File: config.mk
export PLATFORM = sky130hd
export DESIGN_NAME = lsu_bus_bridge
export DESIGN_NICKNAME = d
export VERILOG_FILES = /design/src/rtl/lsu_bus_bridge.sv
export SDC_FILE = /design/constraint.sdc
export NUM_CORES = 1
export LEC_CHECK = 0
export CORE_ASPECT_RATIO = 2
export CORE_MARGIN = 10
export CORE_UTILIZATION = 41
export DETAILED_ROUTE_END_ITERATION = 12
export PLACE_DENSITY = 0.94
export SLEW_MARGIN = 0
export SYNTH_ARGS = -nofsm -noshare
export SYNTH_HDL_FRONTEND = slang
export SYNTH_SLANG_ARGS = --single-unit
File: constraint.sdc
create_clock -name i_clk -period 2.4 [get_ports i_clk]
set_input_delay 0.48 -clock i_clk [delete_from_list [all_inputs] [get_ports i_clk]]
set_output_delay 0.48 -clock i_clk [all_outputs]
set_load 0.03 [all_outputs]
File: src/rtl/lsu_bus_bridge.sv
// lsu_bus_bridge
//  Data-side bridge between the core LSU and N_REGIONS memory-mapped slaves.
//  The bridge decodes the LSU address to a region and runs a valid/ready
//  handshake with that slave on a shared request bus. The core is stalled
//  until the access completes. Unmapped addresses raise an access fault.
//
//  Optional feature: define COTM32_BUS_TIMEOUT_EN to fault an access after
//  TIMEOUT_CYCLES ACCESS cycles without ready. When it is undefined, ACCESS
//  waits indefinitely.
//
//  Ports
//   i_clk, i_rst             clock, synchronous active-high reset
//   i_req/i_we/i_addr/       LSU request; the core holds it stable until done/fault
//   i_wdata/i_wstrb
//   i_trap_req               blocks acceptance of a new request
//   o_stall                  freeze the core while the access is outstanding
//   o_done, o_rdata          completion pulse; load data is held until the next load completes
//   o_t_access_fault,        fault pulse; o_fault_store is 1 for a store
//   o_fault_store
//   o_m_valid                per-slave valid (one-hot or zero)
//   o_m_we/addr/wdata/wstrb  shared slave request bus
//   i_m_ready, i_m_rdata     per-slave ready and read data
//
//  state  | meaning
//  IDLE   | waiting for a request; decode and latch it on acceptance
//  ACCESS | valid asserted to the selected slave, waiting for ready
//  RESP   | one-cycle o_done pulse
//  FAULT  | one-cycle access-fault pulse; no slave is touched
module lsu_bus_bridge #(
   parameter int XLEN           = 32,
   parameter int N_REGIONS      = 2,
   parameter logic [N_REGIONS-1:0][XLEN-1:0] REGION_BASE = {32'h1000_0000, 32'h0},
   parameter logic [N_REGIONS-1:0][XLEN-1:0] REGION_MASK = {32'hF000_0000, 32'hF000_0000},
   parameter int TIMEOUT_CYCLES = 16
) (
   input  logic                      i_clk,
   input  logic                      i_rst,
   input  logic                      i_req,
   input  logic                      i_we,
   input  logic [XLEN-1:0]           i_addr,
   input  logic [XLEN-1:0]           i_wdata,
   input  logic [XLEN/8-1:0]         i_wstrb,
   input  logic                      i_trap_req,
   output logic                      o_stall,
   output logic                      o_done,
   output logic [XLEN-1:0]           o_rdata,
   output logic                      o_t_access_fault,
   output logic                      o_fault_store,
   output logic [N_REGIONS-1:0]      o_m_valid,
   output logic                      o_m_we,
   output logic [XLEN-1:0]           o_m_addr,
   output logic [XLEN-1:0]           o_m_wdata,
   output logic [XLEN/8-1:0]         o_m_wstrb,
   input  logic [N_REGIONS-1:0]      i_m_ready,
   input  logic [N_REGIONS*XLEN-1:0] i_m_rdata
);

   localparam int SEL_W = (N_REGIONS > 1) ? $clog2(N_REGIONS) : 1;

   typedef enum logic [1:0] {IDLE, ACCESS, RESP, FAULT} state_t;

   state_t             state, nxt;
   logic               we_q;
   logic [XLEN-1:0]    addr_q, wdata_q;
   logic [XLEN/8-1:0]  wstrb_q;
   logic [SEL_W-1:0]   sel_q, hit_sel;
   logic               hit, accept, sel_ready, timed_out;

   assign accept    = (state == IDLE) && i_req && !i_trap_req;
   assign sel_ready = i_m_ready[sel_q];

   // Descending scan so the lowest-index hitting region is the last to write.
   always_comb begin
      hit     = 1'b0;
      hit_sel = '0;
      for (int i = N_REGIONS - 1; i >= 0; i--) begin
         if ((i_addr & REGION_MASK[i]) == REGION_BASE[i]) begin
            hit     = 1'b1;
            hit_sel = SEL_W'(i);
         end
      end
   end

`ifdef COTM32_BUS_TIMEOUT_EN
   localparam int TC_W = $clog2(TIMEOUT_CYCLES + 1);
   logic [TC_W-1:0] tcnt;

   // Held at zero outside ACCESS, so it starts from zero on every entry.
   always_ff @(posedge i_clk) begin
      if (i_rst || state != ACCESS) tcnt <= '0;
      else                          tcnt <= tcnt + 1'b1;
   end

   assign timed_out = (tcnt == TC_W'(TIMEOUT_CYCLES - 1));
`else
   assign timed_out = 1'b0;
`endif

   always_ff @(posedge i_clk) begin
      if (i_rst) state <= IDLE;
      else       state <= nxt;
   end

   always_comb begin
      nxt = state;
      case (state)
         IDLE:    if (accept) nxt = hit ? ACCESS : FAULT;
         ACCESS:  if (sel_ready)      nxt = RESP;
                  else if (timed_out) nxt = FAULT;
         RESP:    nxt = IDLE;
         FAULT:   nxt = IDLE;
         default: nxt = IDLE;
      endcase
   end

   always_ff @(posedge i_clk) begin
      if (i_rst) begin
         we_q    <= 1'b0;
         addr_q  <= '0;
         wdata_q <= '0;
         wstrb_q <= '0;
         sel_q   <= '0;
      end else if (accept) begin
         we_q    <= i_we;
         addr_q  <= i_addr;
         wdata_q <= i_wdata;
         wstrb_q <= i_wstrb;
         sel_q   <= hit_sel;
      end
   end

   always_ff @(posedge i_clk) begin
      if (i_rst)
         o_rdata <= '0;
      else if (state == ACCESS && sel_ready && !we_q)
         o_rdata <= i_m_rdata[sel_q*XLEN +: XLEN];
   end

   // Valid is gated by reset directly so a reset drops it in the same cycle.
   always_comb begin
      o_m_valid = '0;
      if (state == ACCESS && !i_rst) o_m_valid[sel_q] = 1'b1;
   end

   assign o_done           = (state == RESP);
   assign o_t_access_fault = (state == FAULT);
   assign o_fault_store    = (state == FAULT) && we_q;
   assign o_stall          = i_req && !o_done && !o_t_access_fault;
   assign o_m_we           = we_q;
   assign o_m_addr         = addr_q;
   assign o_m_wdata        = wdata_q;
   assign o_m_wstrb        = wstrb_q;

endmodule

==> results.toml <==
[floorplanning]
initial_utilization_pct = 41.5
die-area_um2 = 15300
fp.coreArea_um2 = 10400
die_h_um = 165
num_io_pins = 246
die_w_um = 92.6
rows = 53

[route]
via_per_inst = 5.14
firstDrtPassIters = 4
ant_nets = 0
drc = 0
drt-initial-drc-count = 157
via_count = 4290
drt-total-wl_um = 15400
post_drt_wl_per_cell_um = 18.5

[layout]
nNetsFinal = 832
stdcell_count = 834
diodes = 0
drive_gt1_share_pct = 8.75
fillers = 804
areaGrowthSynthToFinish_pct = 61.3

[sta]
drv_slew = 0
setup_viol = 0
timing.fmax_ghz = 0.427
tightest_slew_ns = 0.913
fin_setup_tns_ns = 0
layout_min_cycle_time_ns = 2.34
max_slew_margin_pct = 39.1
min_period_over_period_pct = 97.6
rsz0062_at_grt = "false"
clock_skew_ns = 0.0101
finalHoldViolCount = 0
setup_ws_ns = 0.0566

[global_routing]
grt_pass1_vias = 4541
grt_max_degree = 74
grtUsageTotal_pct = 19.2
antenna_found_initial = 0
grt_overflow = 0
grt_pass1_wl_um = 23400

[yosys]
synth_seq_cells = 104
syn_inst = 473
async_flop_share_pct = 0
netlist.area_leader.share_pct = 48.2
yosysSeqAreaShare_pct = 48.2
synth_ff_type = "dfxtp_1"
ys_types = 27
synth_common_cells = "nand2_1, dfxtp_1, a21oi_1"
syn_nets = 612
yosys.cell_count.top_type = "nand2_1"
synth_edf_count = 0
yosysWarnings = 0
avgSynthCellArea_um2 = 9.13
yosysTopAreaCell = "dfxtp_1"
syn-cell-area_um2 = 4320
synthTopCellsByArea = "dfxtp_1, nand2_1, a21oi_1"

[clocking]
cts_tree = "built"
clk_latency_ns = 0.33
path_clk_slew_ns = 0.06
cts_hold_buf = 0
cts_buffers = 9
clockRootBuffer = "clkbuf_16"
cts.htree.levels = 3
cts.sinks = 104
cts_setup_buffers = 0
cts_buffer_depth = 2

[power_and_ir_drop]
fin_total_pwr_mw = 4.06
switching_share_pct = 27.6
peakVddDrop_v = 0.000542
p_per_area_nw_per_um2 = 582
internal-power_mw = 2.94
seq_power_share_pct = 45.7
p_leak_nw = 2.34
p_switching_mw = 1.12
combPwrFrac_pct = 21.2
clkPwrFrac_pct = 33.1

[setup_path]
cp.arrival_ns = 1.86
crit_type = "in2out"
startpoint_type = "primary input"
worstPathRequired_ns = 1.92
critPathMaxFanout = 4
endpoint_kind = "output pin"

[run_status]
status = "complete, no violations"

[job]
max_cap_violations = 0

[worst_hold_path]
min_path_type = "in2reg"

[placed_design]
hpwl_um = 12100
port_buffers = 245
dpl.cell_count = 819
place_congestion = 0.844
pre_cts_ws_ns = 0.0559
-- cell families after synthesis --
kind of cell	synth area share, %
muxes	7.76
buffers and inverters	7.65
DFF	48.2
and+or+nand+nor	15.1
AOI/OAI and AO/OA	21.3
-- flip-flops by register name, indices dropped and copies added (netlist names) --
signal,flops
state,2
o_m_addr,32
o_m_we,1
o_m_wstrb,4
o_m_wdata,32
o_rdata,32
sel_q,1
-- power groups by stage --
stage                     sequential (mW)  combinational [mW]  clock (mW)
after global routing                 1.86               0.919        1.45
after CTS                            1.85               0.868        1.38
after global placement               1.89               0.842           0
after detailed placement             1.89               0.865           0
after floorplan                      2.04               0.280           0
final                                1.85               0.862        1.34
-- routing by layer --
layer / wire length, um / vias to the layer above / global-route usage, %
li1: - / 2044 / -
met4: 625 / 0 / 9.45
met5: 0 / - / 0
met3: 1290 / 39 / 7.06
met2: 8010 / 209 / 34.3
met1: 5460 / 1998 / 19.0
-- worst max-delay path, stage by stage --
cell	delay [ns]
clkdlybuf4s50_1	0.51
nor2b_1	0.18
clkdlybuf4s50_1	0.69
-- placed cells by master, fill, tap and decap left out, drive strengths merged --
master,count
nor4,1
nor2,2
o21a,1
nor3,2
or3,1
clkdlybuf4s50,243
dlygate4sd2,1
clkinvlp,1
a22oi,1
or4b,1
nor2b,2
mux2i,32
a211oi,32
inv,4
clkinv,2
nor3b,2
clkbuf,9
and3,2
nand3,1
nor4b,1
nand2,139
mux2,1
dfxtp,104
and2,2
buf,8
a21oi,102
-- worst paths after layout --
check                     from      endpoint  slack [ns]  depth (start not counted)
hold reg to reg   o_m_addr[31]  o_m_addr[31]        0.45                          2
setup reg to reg      state[0]    o_rdata[0]        0.50                          3
hold / removal           i_rst      state[0]        0.45                          3
setup / recovery         i_req       o_stall        0.06                          3
-- layout make-up --
cell class / count / area [um^2] / share of cell area, %
Timing Repair Buffer: 252 / 2530 / 36.2
Sequential cell: 104 / 2080 / 29.9
Multi-Input combinational cell: 325 / 1920 / 27.5
Clock buffer: 9 / 225 / 3.23
Tap cell: 137 / 171 / 2.46
Clock inverter: 6 / 43.8 / 0.628
Inverter: 1 / 3.75 / 0.0539
-- metrics by stage --
step           area [um^2]  hold WS (ns)  utilization, %
2_1_floorplan         4320         0.529               -
3_3_place_gp          6700         0.441            64.4
3_5_place_dp          6700         0.448            64.4
4_1_cts               6970         0.434            66.9
5_1_grt               6970         0.454            66.9
6_report              6970         0.451            66.9
-- what timing repair did --
| action | in CTS | in global routing |
|---|---|---|
| gates resized for setup | 1 | 0 |
| endpoints found under the hold margin | 0 | 0 |
| setup endpoints to repair | 1 | 0 |
No activity file was read; power rests on OpenSTA's default activity.
